File: src/rtl/fetch_pc_ctrl.sv
// Fetch-stage PC owner: issues instruction-memory requests, applies exc/branch/jump
// redirects and fills the IF/ID register under decode stall control.
module fetch_pc_ctrl #(
  parameter int unsigned      WIDTH     = 32,
  parameter logic [WIDTH-1:0] RESET_VEC = '0,
  parameter logic [WIDTH-1:0] EXC_VEC   = WIDTH'(32'h8000_0180)
) (
  input  logic             clk,
  input  logic             rst,
  input  logic [WIDTH-1:0] pc_plus4,
  output logic [WIDTH-1:0] pc,
  input  logic             stall,
  input  logic             br_taken,
  input  logic [WIDTH-1:0] br_target,
  input  logic             jmp,
  input  logic [WIDTH-1:0] jmp_target,
  input  logic             exc,
  output logic             imem_req,
  output logic [WIDTH-1:0] imem_addr,
  input  logic             imem_ack,
  input  logic [31:0]      imem_rdata,
  output logic             ifid_valid,
  output logic [WIDTH-1:0] ifid_pc,
  output logic [WIDTH-1:0] ifid_pc4,
  output logic [31:0]      ifid_instr,
  output logic             misalign
);

  typedef enum logic [1:0] {S_ISSUE, S_WAIT, S_HELD} state_e;

  state_e           state_q;
  logic [WIDTH-1:0] pc_q;
  logic             imem_req_q;
  logic             ifid_valid_q;
  logic [WIDTH-1:0] ifid_pc_q;
  logic [WIDTH-1:0] ifid_pc4_q;
  logic [31:0]      ifid_instr_q;
  logic             misalign_q;
  logic             pend_vld_q;
  logic             pend_exc_q;
  logic [WIDTH-1:0] pend_tgt_q;
  logic [WIDTH-1:0] hold_pc_q;
  logic [WIDTH-1:0] hold_pc4_q;
  logic [31:0]      hold_instr_q;

  logic             redir;
  logic [WIDTH-1:0] raw_tgt;
  logic [WIDTH-1:0] new_tgt;
  logic             keep_pend;
  logic             eff_vld;
  logic             eff_exc;
  logic [WIDTH-1:0] eff_tgt;

  assign redir = exc | br_taken | jmp;

  always_comb begin
    raw_tgt = jmp_target;
    if (exc)           raw_tgt = EXC_VEC;
    else if (br_taken) raw_tgt = br_target;
  end

  assign new_tgt = {raw_tgt[WIDTH-1:2], 2'b00};

  // A pending exception is never displaced by a later branch or jump.
  assign keep_pend = pend_vld_q & pend_exc_q & ~exc;
  assign eff_vld   = redir | pend_vld_q;
  assign eff_exc   = exc | (pend_vld_q & pend_exc_q);
  assign eff_tgt   = (keep_pend | ~redir) ? pend_tgt_q : new_tgt;

  always_ff @(posedge clk) begin
    if (rst) begin
      state_q      <= S_ISSUE;
      pc_q         <= RESET_VEC;
      imem_req_q   <= 1'b0;
      ifid_valid_q <= 1'b0;
      ifid_pc_q    <= '0;
      ifid_pc4_q   <= '0;
      ifid_instr_q <= '0;
      misalign_q   <= 1'b0;
      pend_vld_q   <= 1'b0;
      pend_exc_q   <= 1'b0;
      pend_tgt_q   <= '0;
      hold_pc_q    <= '0;
      hold_pc4_q   <= '0;
      hold_instr_q <= '0;
    end else begin
      misalign_q <= redir & (raw_tgt[1:0] != 2'b00);
      case (state_q)
        S_ISSUE: begin
          state_q    <= S_WAIT;
          imem_req_q <= 1'b1;
          if (eff_vld) begin
            pend_vld_q   <= 1'b1;
            pend_exc_q   <= eff_exc;
            pend_tgt_q   <= eff_tgt;
            ifid_valid_q <= 1'b0;
          end
        end
        S_WAIT: begin
          if (imem_ack) begin
            if (eff_vld) begin
              // Fetched word belongs to the abandoned path; drop it.
              pc_q         <= eff_tgt;
              pend_vld_q   <= 1'b0;
              pend_exc_q   <= 1'b0;
              ifid_valid_q <= 1'b0;
              state_q      <= S_ISSUE;
              imem_req_q   <= 1'b1;
            end else if (stall) begin
              hold_pc_q    <= pc_q;
              hold_pc4_q   <= pc_plus4;
              hold_instr_q <= imem_rdata;
              state_q      <= S_HELD;
              imem_req_q   <= 1'b0;
            end else begin
              ifid_valid_q <= 1'b1;
              ifid_pc_q    <= pc_q;
              ifid_pc4_q   <= pc_plus4;
              ifid_instr_q <= imem_rdata;
              pc_q         <= pc_plus4;
              state_q      <= S_ISSUE;
              imem_req_q   <= 1'b1;
            end
          end else if (eff_vld) begin
            pend_vld_q   <= 1'b1;
            pend_exc_q   <= eff_exc;
            pend_tgt_q   <= eff_tgt;
            ifid_valid_q <= 1'b0;
          end
        end
        S_HELD: begin
          if (redir) begin
            pc_q         <= new_tgt;
            ifid_valid_q <= 1'b0;
            state_q      <= S_ISSUE;
            imem_req_q   <= 1'b1;
          end else if (!stall) begin
            ifid_valid_q <= 1'b1;
            ifid_pc_q    <= hold_pc_q;
            ifid_pc4_q   <= hold_pc4_q;
            ifid_instr_q <= hold_instr_q;
            pc_q         <= pc_plus4;
            state_q      <= S_ISSUE;
            imem_req_q   <= 1'b1;
          end
        end
        default: begin
          state_q    <= S_ISSUE;
          imem_req_q <= 1'b1;
        end
      endcase
    end
  end

  assign pc         = pc_q;
  assign imem_req   = imem_req_q;
  assign imem_addr  = pc_q;
  assign ifid_valid = ifid_valid_q;
  assign ifid_pc    = ifid_pc_q;
  assign ifid_pc4   = ifid_pc4_q;
  assign ifid_instr = ifid_instr_q;
  assign misalign   = misalign_q;

endmodule

File: config.mk
export PLATFORM = sky130hd
export DESIGN_NAME = fetch_pc_ctrl
export DESIGN_NICKNAME = d
export VERILOG_FILES = /design/src/rtl/fetch_pc_ctrl.sv
export SDC_FILE = /design/constraint.sdc
export NUM_CORES = 1
export LEC_CHECK = 0
export BUFFER_PORTS_ARGS = -buffer_cell sky130_fd_sc_hd__buf_2
export CAP_MARGIN = 0
export CORE_ASPECT_RATIO = 0.8
export CORE_MARGIN = 4
export CORE_UTILIZATION = 55
export DETAILED_ROUTE_END_ITERATION = 10
export PLACE_DENSITY = 0.8
export SLEW_MARGIN = 20
export SYNTH_ARGS = -nofsm -noshare
export SYNTH_HDL_FRONTEND = slang
export SYNTH_SLANG_ARGS = --single-unit
File: constraint.sdc
create_clock -name clk -period 2.6 [get_ports clk]
set_input_delay 0.13 -clock clk [delete_from_list [all_inputs] [get_ports clk]]
set_output_delay 0.13 -clock clk [all_outputs]
set_load 0.005 [all_outputs]
### Yosys cells after proc, flatten, opt, wreduce, memory -nomap -nowiden

Cells that the tools add are included.

* logic and storage cells: 100
* register bits after elaboration: 263

* bitwise gates (word level): 11
* reductions and logical operators: 11
* multiplexer cells: 54
* equality and inequality tests: 10

Operators by type and width (number)
* 32-bit 2-to-1 mux: 24
* 32-bit one-hot mux with 2 select lines: 5
* 1-bit 2-to-1 mux: 15
* 2-bit != test, second input constant: 6
* 2-bit 2-to-1 mux: 5
* 2-bit AND reduction: 4
* 3-bit != test, second input constant: 2
* 1-bit one-hot mux with 2 select lines: 3
* 2-bit one-hot mux with 3 select lines: 1
* 6-bit AND reduction: 1
* 2-bit nonzero test: 3
* 1-bit OR: 5
* 4-bit AND reduction: 1
* 1-bit AND: 3
* 1-bit inverter: 3
* 1-bit one-hot mux with 3 select lines: 1
* 3-bit nonzero test: 1
* 2-bit by 1-bit equality test with 1-bit output, second input constant: 1
* 2-bit equality test, second input constant: 1
* 2-bit logical NOT: 1

### Logic depth before layout (Yosys ltp)

* depth in word-level cells: 8
* mapped depth: 10
* depth with buffers taken out: 6

### Worst setup path before layout

OpenSTA, ideal clock, no wires.

* path type: register to register
* start: register state_q[0]
* end: register pc_q[12], in the netlist imem_addr[12]
* cell stages (with the launch flop): 9
* period minus slack after synthesis: 1.892 ns
* slack: 0.708 ns
* required time: 2.483 ns
* setup time: 0.117 ns
* arrival time: 1.774 ns
* path buffers: 3
* path through: dfxtp_1 > inv_1 > ha_1 > buf_2 > buf_2 > clkbuf_1 > o21ai_0 > a2bb2oi_1 > a32o_1

* cells in the longest elaborated chain, start to end: 3
* elaborated cells on any way between the ends: 6
* classes of those cells: 3 x eq/ne; 1 x mux; 2 x reduce/logical

RTL lines
* start, declared: line 31 `state_e state_q;`
* start signal, assigned: line 72 `state_q <= S_ISSUE;`
* start signal, assigned: line 90 `state_q <= S_WAIT;`
* start signal, assigned: line 107 `state_q <= S_ISSUE;`
* 2-bit by 1-bit equality test with 1-bit output or 2-bit equality test (tied branches): line 88 `case (state_q)`
* 2-bit != test (no line) or 2-bit nonzero test (tied branches)
* 2-bit AND reduction (no line)
* end signal, assigned: line 103 `pc_q <= eff_tgt;`
* end signal, assigned: line 120 `pc_q <= pc_plus4;`
* end signal, assigned: line 133 `pc_q <= new_tgt;`
* end, declared: line 32 `logic [WIDTH-1:0] pc_q;`

Parallel ways exist; a longest one is shown, timed or not.
A chain may end at the register's enable or synchronous reset.

### Worst setup path after layout

* start: register state_q[1]
* end: register ifid_instr_q[1], in the netlist ifid_instr[1]

* cells in the longest elaborated chain, start to end: 3
* elaborated cells on any way between the ends: 10
* classes of those cells: 7 x eq/ne; 1 x mux; 2 x reduce/logical

RTL lines
* 2-bit by 1-bit equality test with 1-bit output or 2-bit equality test (tied branches): line 88
* 2-bit != test (no line) or 2-bit nonzero test (tied branches)
* 6-bit AND reduction (no line)
* end signal, assigned: line 119 `ifid_instr_q <= imem_rdata;`
* end signal, assigned: line 141 `ifid_instr_q <= hold_instr_q;`
* end, declared: line 37 `logic [31:0] ifid_instr_q;`

Parallel ways exist; a longest one is shown, timed or not.

==> metrics.txt <==
outcome completed; Pre-antenna DRT Iters 5; Seq/Total Area, Yosys between 40% and 50%; RSZ-0062 raised after global routing false; Leak Pwr 0.006081 µW; Hold Startpoint jmp_target[3]; minimum clock period after layout 2.305 ns; Root Buffer clkbuf_16; H-tree depth 1; Synth area leaders dfxtp_1 (41%), mux2i_1 (12%), a211oi_2 (8.8%); critical path peak fanout 46; Data required, critical path around 3.1 ns; Inst Count DP ~1900; Worst Hold Endpoint pend_tgt_q[3]$_SDFFE_PP0P_; pwr dens 572.6 nW/µm²; CTS sink cnt approximately 260; type of the worst min-delay path primary input to flop; drc violations 0; final wirelength between 30000 and 40000 µm; global-route wire length before repair approximately 63000 µm; fin crit share 88.67%; critical path type flop to flop; cell count after synthesis 1450; worst r2r path cells 8; Critical Path AT 2.76 ns; drt wl/cell between 15 and 20 µm; drt initial violations 1139; vias in the first global route around 12000; syn avg cell area ~8.9 µm²; CTS buffer count 27; DP Wirelength 26730 µm; Fmax 433.8 MHz; Antenna Violating Nets Remaining 0; Layout Cells excl Fill approximately 2000; pin count of the biggest net entering global routing approximately 110; Total Power 9045 µW; hold path cells 5; chip width 179.4 µm; Pins Over Slew Limit 0; post-synth top area share 40.72%; clock skew around 0.016 ns; Yosys warnings 0; Synth area leader dfxtp_1; GRT Total Usage 28.69%; most frequent cells in the layout buf_2 (296), dfxtp_1 (263), nand2_1 (211), nor2_1 (177), mux2i_1 (155); Vias between 10000 and 15000; #FFs+latches synth 263; routability cong. ~0.94; Area Overhead vs Synth 22.18%; Netlist cell types 54; Post-synth EDFFs 0; worst slew pin tran roughly 0.9 ns; Clock Path Buffers 3; Post-synth top flop dfxtp_1; I/O Pins 298; reg2reg start state_q[1]$_SDFFE_PP0P_; Synthesized Nets around 1600; Layout Nets 1842; r2r setup slk just under 0.3 ns; via-per-instance ratio approximately 5.9; VDD IR-drop max around 0.46 mV; layout cell share with drive strength beyond 1 around 28%; Cell Rows between 40 and 50; clock-pin transition on the worst setup and hold timing paths around 0.06 ns; CP Capture Type flop; worst r2r dst ifid_instr[1]$_SDFFE_PP0P_; # setup viols final 0; CTS tree yes; DIE AREA 26040 µm²; most common cell after layout, fill and taps aside buf_2; initial core utilization a little under three fifths; ys async rst share 0%; clock latency at the later pin of the worst-skew pair around 0.55 ns; core area about 23000 µm²; max cap viols 0; Die Y roughly 150 µm; Final Hold Viols 0; TNS Setup 0 ns; Rel. slew slack 39.60%; Mapped Area roughly 13000 µm²; total grt overflow 0; Port-buffer cells about 300; initial antenna violation count 3; Worst setup SP type flop
## flip-flops by register name, indices dropped and copies added, names as in the netlist
signal	cells
hold_instr_q	32
hold_pc4_q	32
hold_pc_q	32
ifid_instr	32
ifid_pc4	32
ifid_pc	32
imem_addr	32
pend_tgt_q	32
state_q	2
ifid_valid	1
imem_req	1
misalign	1
pend_exc_q	1
pend_vld_q	1
## logic make-up after synthesis
logic type | after synthesis | share of synthesized area [%]
and+or+nand+nor | 459 | 14.73
AOI/OAI and AO/OA | 377 | 23.64
DFF | 263 | 40.72
buffers and inverters | 179 | 7.384
muxes | 168 | 13.13
adders and majority gates | 4 | 0.3871
## power breakdown
group | switching (µW) | total (µW) | internal [µW]
combinational | 665 | 1140 | 479
clock | 1630 | 3660 | 2030
sequential | 121 | 4240 | 4120
total | 2410 | 9050 | 6630
## worst max-delay path by stage
stage                                 start                     endpoint  slack (ns)
global route        state_q[1]$_SDFFE_PP0P_   ifid_instr[1]$_SDFFE_PP0P_        0.17
finish              state_q[1]$_SDFFE_PP0P_   ifid_instr[1]$_SDFFE_PP0P_        0.29
CTS                 state_q[1]$_SDFFE_PP0P_   ifid_instr[1]$_SDFFE_PP0P_        0.34
detailed placement  state_q[1]$_SDFFE_PP0P_  ifid_instr[31]$_SDFFE_PP0P_        0.38
floorplan           state_q[0]$_SDFFE_PP0P_   imem_addr[12]$_SDFFE_PP0P_        0.71
global placement                        exc   imem_addr[23]$_SDFFE_PP0P_        0.39
## metrics by stage
step                area, µm²  hold WS, ns  utilization, %  setup WS, ns
global route            15800      0.04230           69.26        0.1695
CTS                     15790     0.001077           69.25        0.3435
detailed placement      14310       0.3908           62.74        0.3825
global placement        14310       0.3817           62.74        0.3933
finish                  15800      0.02064           69.26        0.2946
floorplan               12930       0.2660               -        0.7082
## critical path: stages, from the launching register on
cell,delay [ns]
dfxtp_1,0.43
inv_1,0.09
ha_1,0.29
nand2b_1,0.24
a211oi_4,0.26
buf_12,0.25
buf_12,0.27
nor2_1,0.10
a211oi_2,0.23
## synthesized netlist by cell type, types with 2 or more instances
| master | n |
|---|---|
| a32oi_1 | 11 |
| a311oi_1 | 17 |
| o211ai_1 | 3 |
| a22oi_1 | 32 |
| a221oi_1 | 4 |
| nand2b_1 | 3 |
| nor2_1 | 177 |
| nand2_1 | 211 |
| a32o_1 | 12 |
| buf_1 | 3 |
| dfxtp_1 | 263 |
| mux2i_1 | 155 |
| mux2_2 | 13 |
| a211oi_2 | 91 |
| a21oi_1 | 115 |
| nor2b_1 | 6 |
| o311ai_0 | 2 |
| buf_4 | 44 |
| o2111ai_1 | 2 |
| and3_1 | 18 |
| a211oi_1 | 8 |
| nand3_1 | 3 |
| buf_2 | 34 |
| a2bb2oi_1 | 10 |
| o21ai_0 | 41 |
| o211a_1 | 3 |
| o32a_1 | 15 |
| nand3b_1 | 10 |
| inv_1 | 9 |
| a311o_1 | 2 |
| ha_1 | 4 |
| nor3_1 | 21 |
| buf_6 | 10 |
| clkbuf_1 | 78 |
## metal layers
metal / part of all wire (%) / vias to the layer above / track usage (%) / routed length [µm]
met2: 46 / 549 / 46.21 / 18210
met3: 9.3 / 99 / 7.533 / 3704
met1: 41 / 5731 / 37.63 / 16320
met4: 3.7 / 4 / 9.825 / 1464
met5: 0.038 / - / 0 / 15
li1: - / 5635 / - / -
## final cells by class
type	instances	area, µm²
repair buffers	393	2535
diodes	1	2.502
well taps	306	382.9
flip-flops and latches	263	5265
multi-input cells	1008	6759
clock inverters	7	50.05
fillers	1801	7010
clock buffers	40	764.5
inverters	10	37.54
## timing repair
action                                 CTS  global route
hold buffers                            67             0
setup buffers                            0             0
resized for setup                        0             0
endpoints found under the hold margin  107             0
Power figures use the tool's default switching activity.
